`src/rtl/vga_pkg.sv`:
```
// vga_pkg: 1080p60 timing constants, derived totals, pixel type and colour-bar palette
package vga_pkg;

    localparam int CNT_W = 12;

    localparam int H_ACTIVE_1080 = 1920;
    localparam int H_FP_1080     = 88;
    localparam int H_SYNC_1080   = 44;
    localparam int H_BP_1080     = 148;
    localparam int V_ACTIVE_1080 = 1080;
    localparam int V_FP_1080     = 4;
    localparam int V_SYNC_1080   = 5;
    localparam int V_BP_1080     = 36;

    localparam int H_TOTAL_1080 = H_ACTIVE_1080 + H_FP_1080 + H_SYNC_1080 + H_BP_1080;
    localparam int V_TOTAL_1080 = V_ACTIVE_1080 + V_FP_1080 + V_SYNC_1080 + V_BP_1080;

    typedef logic [23:0] pixel_t;

    localparam pixel_t BAR_WHITE   = 24'hFFFFFF;
    localparam pixel_t BAR_YELLOW  = 24'hFFFF00;
    localparam pixel_t BAR_CYAN    = 24'h00FFFF;
    localparam pixel_t BAR_GREEN   = 24'h00FF00;
    localparam pixel_t BAR_MAGENTA = 24'hFF00FF;
    localparam pixel_t BAR_RED     = 24'hFF0000;
    localparam pixel_t BAR_BLUE    = 24'h0000FF;
    localparam pixel_t BAR_BLACK   = 24'h000000;

    // Bars run left to right in the classic SMPTE-like order
    function automatic pixel_t bar_color(input logic [2:0] idx);
        return idx == 3'd0 ? BAR_WHITE   :
               idx == 3'd1 ? BAR_YELLOW  :
               idx == 3'd2 ? BAR_CYAN    :
               idx == 3'd3 ? BAR_GREEN   :
               idx == 3'd4 ? BAR_MAGENTA :
               idx == 3'd5 ? BAR_RED     :
               idx == 3'd6 ? BAR_BLUE    : BAR_BLACK;
    endfunction

endpackage

```
`src/rtl/vga_color_bar.sv`:
```
// vga_color_bar: maps a request column to one of 8 equal-width vertical bars, one cycle of latency
module vga_color_bar
    import vga_pkg::*;
#(
    parameter int H_ACTIVE = H_ACTIVE_1080
) (
    input  logic        clk,
    input  logic        rst_n,
    input  logic        run,
    input  logic        de,
    input  logic [11:0] x,
    output logic [23:0] rgb
);

    localparam logic [11:0] BAR_W = 12'(H_ACTIVE / 8);

    logic [11:0] idx_full;
    logic [2:0]  idx;

    // A width not divisible by 8 leaves a few trailing pixels; they stay in the last bar
    assign idx_full = x / BAR_W;
    assign idx      = idx_full > 12'd7 ? 3'd7 : idx_full[2:0];

    // Registered colour, black outside the active area or while stopped
    always_ff @(posedge clk or negedge rst_n) begin
        if (!rst_n) rgb <= '0;
        else        rgb <= (run && de) ? bar_color(idx) : '0;
    end

endmodule

```
`src/rtl/vga_timing_gen.sv`:
```
// vga_timing_gen: 1080p60 raster timing with request/output pipeline; VGA_TEST_PATTERN_EN selects colour bars
module vga_timing_gen
    import vga_pkg::*;
#(
    parameter int   H_ACTIVE = H_ACTIVE_1080,
    parameter int   H_FP     = H_FP_1080,
    parameter int   H_SYNC   = H_SYNC_1080,
    parameter int   H_BP     = H_BP_1080,
    parameter int   V_ACTIVE = V_ACTIVE_1080,
    parameter int   V_FP     = V_FP_1080,
    parameter int   V_SYNC   = V_SYNC_1080,
    parameter int   V_BP     = V_BP_1080,
    parameter logic HS_POL   = 1'b1,
    parameter logic VS_POL   = 1'b1
) (
    input  logic        clk,
    input  logic        rst_n,
    input  logic        pll_locked,
    input  logic        en,
    output logic        req_de,
    output logic [11:0] req_x,
    output logic [11:0] req_y,
    input  logic [23:0] rgb_in,
    output logic        vga_hs,
    output logic        vga_vs,
    output logic        vga_de,
    output logic [23:0] vga_rgb,
    output logic        frame_start
);

    localparam int H_TOTAL = H_ACTIVE + H_FP + H_SYNC + H_BP;
    localparam int V_TOTAL = V_ACTIVE + V_FP + V_SYNC + V_BP;

    localparam logic [11:0] H_LAST = 12'(H_TOTAL - 1);
    localparam logic [11:0] V_LAST = 12'(V_TOTAL - 1);
    localparam logic [11:0] H_ACT  = 12'(H_ACTIVE);
    localparam logic [11:0] V_ACT  = 12'(V_ACTIVE);
    localparam logic [11:0] HS_BEG = 12'(H_ACTIVE + H_FP);
    localparam logic [11:0] HS_END = 12'(H_ACTIVE + H_FP + H_SYNC);
    localparam logic [11:0] VS_BEG = 12'(V_ACTIVE + V_FP);
    localparam logic [11:0] VS_END = 12'(V_ACTIVE + V_FP + V_SYNC);

    logic [1:0]  lock_sync;
    logic        lock_s;
    logic        run;
    logic [11:0] h_cnt;
    logic [11:0] v_cnt;
    logic        h_wrap;
    logic        v_wrap;
    logic        active_c;
    logic        hs_c;
    logic        vs_c;
    logic        req_hs;
    logic        req_vs;

    assign lock_s   = lock_sync[1];
    assign run      = lock_s & en;
    assign h_wrap   = h_cnt == H_LAST;
    assign v_wrap   = v_cnt == V_LAST;
    assign active_c = (h_cnt < H_ACT) && (v_cnt < V_ACT);
    assign hs_c     = (h_cnt >= HS_BEG) && (h_cnt < HS_END);
    assign vs_c     = (v_cnt >= VS_BEG) && (v_cnt < VS_END);

    // Bring the PLL lock into the pixel clock domain
    always_ff @(posedge clk or negedge rst_n) begin
        if (!rst_n) lock_sync <= '0;
        else        lock_sync <= {lock_sync[0], pll_locked};
    end

    // Raster counters; parked at (0,0) whenever stopped so a restart never emits a partial line
    always_ff @(posedge clk or negedge rst_n) begin
        if (!rst_n) begin
            h_cnt <= '0;
            v_cnt <= '0;
        end else if (!run) begin
            h_cnt <= '0;
            v_cnt <= '0;
        end else begin
            h_cnt <= h_wrap ? '0 : h_cnt + 12'd1;
            if (h_wrap) v_cnt <= v_wrap ? '0 : v_cnt + 12'd1;
        end
    end

    // Request stage: tells the pixel source which pixel to present next cycle
    always_ff @(posedge clk or negedge rst_n) begin
        if (!rst_n) begin
            req_de <= 1'b0;
            req_x  <= '0;
            req_y  <= '0;
            req_hs <= 1'b0;
            req_vs <= 1'b0;
        end else begin
            req_de <= run && active_c;
            req_x  <= (run && active_c) ? h_cnt : '0;
            req_y  <= (run && active_c) ? v_cnt : '0;
            req_hs <= run && hs_c;
            req_vs <= run && vs_c;
        end
    end

    // Output stage: request stage delayed one cycle, syncs mapped to their configured polarity
    always_ff @(posedge clk or negedge rst_n) begin
        if (!rst_n) begin
            vga_hs      <= ~HS_POL;
            vga_vs      <= ~VS_POL;
            vga_de      <= 1'b0;
            frame_start <= 1'b0;
        end else begin
            vga_hs      <= (run && req_hs) ? HS_POL : ~HS_POL;
            vga_vs      <= (run && req_vs) ? VS_POL : ~VS_POL;
            vga_de      <= run && req_de;
            frame_start <= run && req_de && req_x == 12'd0 && req_y == 12'd0;
        end
    end

`ifdef VGA_TEST_PATTERN_EN
    logic unused_rgb_in;
    assign unused_rgb_in = ^rgb_in;

    vga_color_bar #(
        .H_ACTIVE(H_ACTIVE)
    ) u_color_bar (
        .clk  (clk),
        .rst_n(rst_n),
        .run  (run),
        .de   (req_de),
        .x    (req_x),
        .rgb  (vga_rgb)
    );
`else
    // User pixel captured in the same cycle as its request, blanked outside the active area
    always_ff @(posedge clk or negedge rst_n) begin
        if (!rst_n) vga_rgb <= '0;
        else        vga_rgb <= (run && req_de) ? rgb_in : '0;
    end
`endif

endmodule

```
`config.mk`:
```
export PLATFORM = sky130hd
export DESIGN_NAME = vga_timing_gen
export DESIGN_NICKNAME = d
export VERILOG_FILES = /design/src/rtl/vga_pkg.sv /design/src/rtl/vga_color_bar.sv /design/src/rtl/vga_timing_gen.sv
export SDC_FILE = /design/constraint.sdc
export NUM_CORES = 1
export LEC_CHECK = 0
export BUFFER_PORTS_ARGS = -buffer_cell sky130_fd_sc_hd__buf_2
export CORE_MARGIN = 3
export CORE_UTILIZATION = 53
export DETAILED_ROUTE_END_ITERATION = 16
export HOLD_SLACK_MARGIN = 0.1
export PLACE_DENSITY = 0.79
export SETUP_SLACK_MARGIN = 0.4
export SYNTH_ARGS = -nofsm -noshare
export SYNTH_HDL_FRONTEND = slang
export SYNTH_SLANG_ARGS = --single-unit
export TNS_END_PERCENT = 1
```
`constraint.sdc`:
```
create_clock -name clk -period 1.8 [get_ports clk]
set_input_delay 0.09 -clock clk [delete_from_list [all_inputs] [get_ports clk]]
set_output_delay 0.09 -clock clk [all_outputs]
set_load 0.03 [all_outputs]
```
---- Word-level counts from Yosys, hierarchy flattened ----
Cells that the tools add are included.
operators by class
  multiplexer cells ....................... 10
  bitwise gates (word level) .............. 1
  reduce and logical (&&, ||, !) cells .... 13
  equality and inequality tests ........... 3
  add/sub/neg operators ................... 2
  order comparisons ....................... 6
operators by type and width
  operator                                                                        number
  12-bit two-way mux                                                              7
  12-bit by 11-bit less-than comparator with 1-bit output, second input constant  3
  12-bit by 1-bit adder with 12-bit output, second input constant                 2
  12-bit by 11-bit >= comparator with 1-bit output, second input constant         2
  12-bit zero test                                                                2
  24-bit two-way mux                                                              1
  12-bit by 11-bit equality test with 1-bit output, second input constant         1
  12-bit equality test, second input constant                                     1
  12-bit less-than comparator, second input constant                              1
  1-bit logical AND                                                               11
  1-bit two-way mux                                                               2
  2-bit by 1-bit != test with 1-bit output, second input constant                 1
  1-bit AND                                                                       1
word-level totals
  word-level logic and storage cells ...... 48
  flip-flop bits (word level) ............. 81
  output and inout bits ................... 53

---- Longest topological paths before layout ----
  depth after elaboration ................. 4
  gate-level depth with buffers ........... 7

---- Worst setup path after synthesis ----
No wires, ideal clock.
  path kind ............................... register to register
  start point ............................. reg h_cnt[0]
  end point ............................... reg v_cnt[2]
  arrival ................................. 1512 ps
  path buffers ............................ 1
  stages on the path, launching flop included .. 7
  path slack .............................. 167 ps
  clock period less this slack ............ 1633 ps
  setup time .............................. 121 ps
  required time ........................... 1679 ps
  cells stage by stage .................... dfrtp_1 > ha_1 > and3_1 > a41oi_2 > nor2_2 > buf_6 > a22o_1
between the ends
  word-level cells in the longest chain between the ends .. 2
ends and longest elaborated chain
  item                                                       line                  RTL
  start, declared                                            vga_timing_gen.sv:46  logic [11:0] h_cnt;
  start signal, assigned                                     vga_timing_gen.sv:79  h_cnt <= h_wrap ? '0 : h_cnt + 12'd1;
  12-bit equality test                                       vga_timing_gen.sv:58  assign h_wrap = h_cnt == H_LAST;
  2-bit by 1-bit != test with 1-bit output (no source line)  --
  end signal, assigned                                       vga_timing_gen.sv:80  if (h_wrap) v_cnt <= v_wrap ? '0 : v_cnt + 12'd1;
  end, declared                                              vga_timing_gen.sv:47  logic [11:0] v_cnt;
Every way passes these cells.
A chain may end at the register's enable or synchronous reset.

---- Final worst setup path ----
  start point ............................. reg v_cnt[1]
  end point ............................... reg v_cnt[10]
between the ends
  word-level cells in the longest chain between the ends .. 4
  elaborated cells between the ends (all ways) .. 5
  those cells by class .................... 1 x add/sub; 1 x eq/ne; 3 x mux
ends and longest elaborated chain
  item                                                                                                          line                                        RTL
  12-bit by 1-bit adder with 12-bit output or 12-bit by 11-bit equality test with 1-bit output (tied branches)  vga_timing_gen.sv:80, vga_timing_gen.sv:59
  12-bit two-way mux (*) (2 in series)                                                                          vga_timing_gen.sv:80
  12-bit two-way mux (*)                                                                                        vga_timing_gen.sv:75                        end else if (!run) begin
Every way passes the cells marked *; elsewhere a longest branch is shown, timed or not. The select of a mux whose other input is x is not followed.

==> impl_metrics.yaml <==
run_status:
  status: "complete, no violations"
setup_path:
  reg2reg_to: "v_cnt[10]"
  cp-end-kind: "flip-flop"
  path_max_fanout: 5
  reg2reg_from: "v_cnt[1]"
  worstPathArrival_ps: 1960
  required_ps: 2090
  critPathKind: "flip-flop to flip-flop"
  reg2reg_slack_ps: 140
  cp-start-kind: "flip-flop"
  reg2reg_depth: 5
yosys:
  synthTopCellsByCount: "dfrtp_1 (81), and2_1 (38), nor2_1 (16)"
  synth.most_common_cell: "dfrtp_1"
  synthArstFlopShare_pct: 100
  synth_top_cell_area_share_pct: 61.6
  netlist_area_um2: 3290
  syn_inst: 275
  ys_seq_area_share_pct: 61.6
  avgSynthCellArea_um2: 12.0
  synthFlopType: "dfrtp_1"
  ys_types: 38
  ys.warnings.count: 0
  ys_ff_latch: 81
  synth_top_area_cell: "dfrtp_1"
  synth_edf_count: 0
  synth.area.top_cells: "dfrtp_1 (62%), and2_1 (7.2%), a22o_1 (2.7%)"
timing:
  tightest_slew_ps: 727
  period_share_pct: 92.5
  finalMaxSlewViolations: 0
  tns_ps: 0
  skew_ps: 13.3
  hold_slack_ps: 262
  layout_min_cycle_time_ps: 1660
  maxSlewHeadroom_pct: 51.5
  fmax_ghz: 0.601
  hold_viol: 0
  rsz0062_at_grt: "true"
  setup_slack_ps: 136
  setup_viol: 0
power:
  switchingPower_w: 0.000852
  clockPowerShare_pct: 41.9
  vdd_drop_max_mv: 0.607
  seq_power_share_pct: 50.2
  p_sw_share_pct: 23.1
  pwr-share-comb_pct: 7.9
  intPower_w: 0.00284
  p_leak_nw: 2.35
  p_per_area_nw_per_um2: 805
worst_hold_path:
  hold_end: "req_y[6]"
  hold_depth: 4
  hp-class: "primary input to flip-flop"
  holdCritStartpoint: "en"
clock_network:
  worstSkewPairLatency_ps: 350
  numCtsBuffers: 9
  tritoncts: "yes"
  clk_pin_slew_worst_paths_ps: 90
  clk_path_buf_depth: 2
  cts-root-buf: "clkbuf_8"
  htree_levels: 3
  clock_sinks: 81
global_routing:
  antenna_found_initial: 0
  grt_pass1_vias: 2853
  grt_pass1_wl_um: 14700
  grt_start_max_net_pins: 43
  grt.total_usage_pct: 26.7
  grt-ovfl-total: 0
route:
  drtIter0Drc: 250
  via_per_inst: 5.62
  drc: 0
  dr.pass1.iters: 5
  vias: 2758
  routed_wl_um: 9320
  wire_per_inst_um: 19.0
  drtAntennaViolNets: 0
floorplan:
  num_io_pins: 81
  core-area_um2: 5960
  rows: 28
  die_width_um: 84.8
  die-area_um2: 7190
  dieHeight_um: 84.8
  initial_core_util_pct: 55.3
placement:
  portBuffers: 80
  dp_hpwl_um: 5110
  place.gp.congestion: 0.869
  pre_cts_slack_ps: 69.4
layout:
  nets: 443
  regArea_um2: 2030
  diodes: 0
  post-route-util_pct: 77.0
  syn2layout_area_growth_pct: 39.3
  layout-drive-gt1-share_pct: 39.2
  fillers: 310
  multi_input_area_um2: 1280
flow_run:
  cap_violations: 0
-- routing by layer --
metal  up-vias  part of all wire [%]  track usage, %
met3        24                   7.2            6.77
met5         -                     0               0
met2       148                    50            43.6
met4         0                   2.5            13.2
met1      1358                    40            33.0
li1       1228                     -               -
-- worst max-delay path by stage --
stage	startpoint	endpoint	slack (ps)	cells past startpoint
floorplan	v_cnt[0]	v_cnt[11]	300	7
global placement	v_cnt[0]	v_cnt[3]	90	7
detailed placement	h_cnt[10]	v_cnt[9]	70	4
CTS	h_cnt[3]	v_cnt[11]	230	5
global route	v_cnt[1]	v_cnt[10]	40	6
finish	v_cnt[1]	v_cnt[10]	140	5
-- flip-flops by register name, indices dropped and copies added, names as in the netlist --
signal,flops
h_cnt,12
req_de,1
v_cnt,12
frame_start,1
vga_de,1
req_vs,1
req_y,12
req_x,12
vga_vs,1
vga_hs,1
lock_sync,2
vga_rgb,24
req_hs,1
-- area by class of cell --
cell class	instances	area share [%]
flip-flops and latches	81	44.4
multi-input cells	178	27.9
repair buffers	138	20.3
clock buffers	11	3.30
well taps	75	2.05
clock inverters	5	1.86
inverters	3	0.246
-- stage by stage --
| stage | total power [W] | instance area, µm² | cells |
|---|---|---|---|
| 2_1_floorplan | 0.00199 | 3330 | 276 |
| 3_3_place_gp | 0.00209 | 3860 | 433 |
| 3_5_place_dp | 0.00209 | 3860 | 433 |
| 4_1_cts | 0.00369 | 4510 | 487 |
| 5_1_grt | 0.00381 | 4580 | 491 |
| 6_report | 0.00369 | 4580 | 491 |
-- what timing repair did --
action	in CTS	in global routing
setup buffers	9	4
endpoints found under the hold margin	68	0
hold buffers	27	0
setup endpoints to repair	46	71
resized for setup	14	11
pin swaps	9	7
gates cloned	2	0
-- power by group through the flow --
stage / clock network, W / registers [W] / logic (W)
4_1_cts: 0.00156 / 0.00185 / 0.000277
5_1_grt: 0.00164 / 0.00186 / 0.000314
3_3_place_gp: 0 / 0.00189 / 0.000200
3_5_place_dp: 0 / 0.00189 / 0.000203
2_1_floorplan: 0 / 0.00192 / 0.0000701
6_report: 0.00155 / 0.00185 / 0.000291
-- layout by cell type, fill, tap and decap left out, drive strengths merged, types with 3 or more instances in the layout --
cell / count
nor2b: 3
ha: 4
a21oi: 5
dfrtp: 81
and3: 8
or3: 4
dlygate4sd3: 27
nor3: 12
nor2: 17
buf: 111
xnor2: 5
a22o: 10
o21ai: 13
nand2: 10
clkbuf: 11
nand3: 9
inv: 5
nand4: 4
nor4: 10
and2: 46
-- cell families (layout without fill, tap and decap cells) --
kind of cell | count (synthesis) | after routing | share of synthesized area, %
AOI/OAI and AO/OA | 35 | 36 | 7.60
xor gates and xnor gates | 7 | 7 | 1.86
adders and majority gates | 4 | 4 | 1.52
buffers and inverters | 18 | 157 | 3.42
DFF | 81 | 81 | 61.6
muxes | 1 | 1 | 0.342
other | 1 | 2 | 0.114
and+or+nand+nor | 128 | 128 | 23.5
-- critical path, stage by stage, from the launching register on --
cell     delay (ps)
dfrtp_1         400
buf_4           150
ha_1            220
nand4_1         220
nor4_1          420
a22o_1          190
Power figures use the tool's default switching activity.
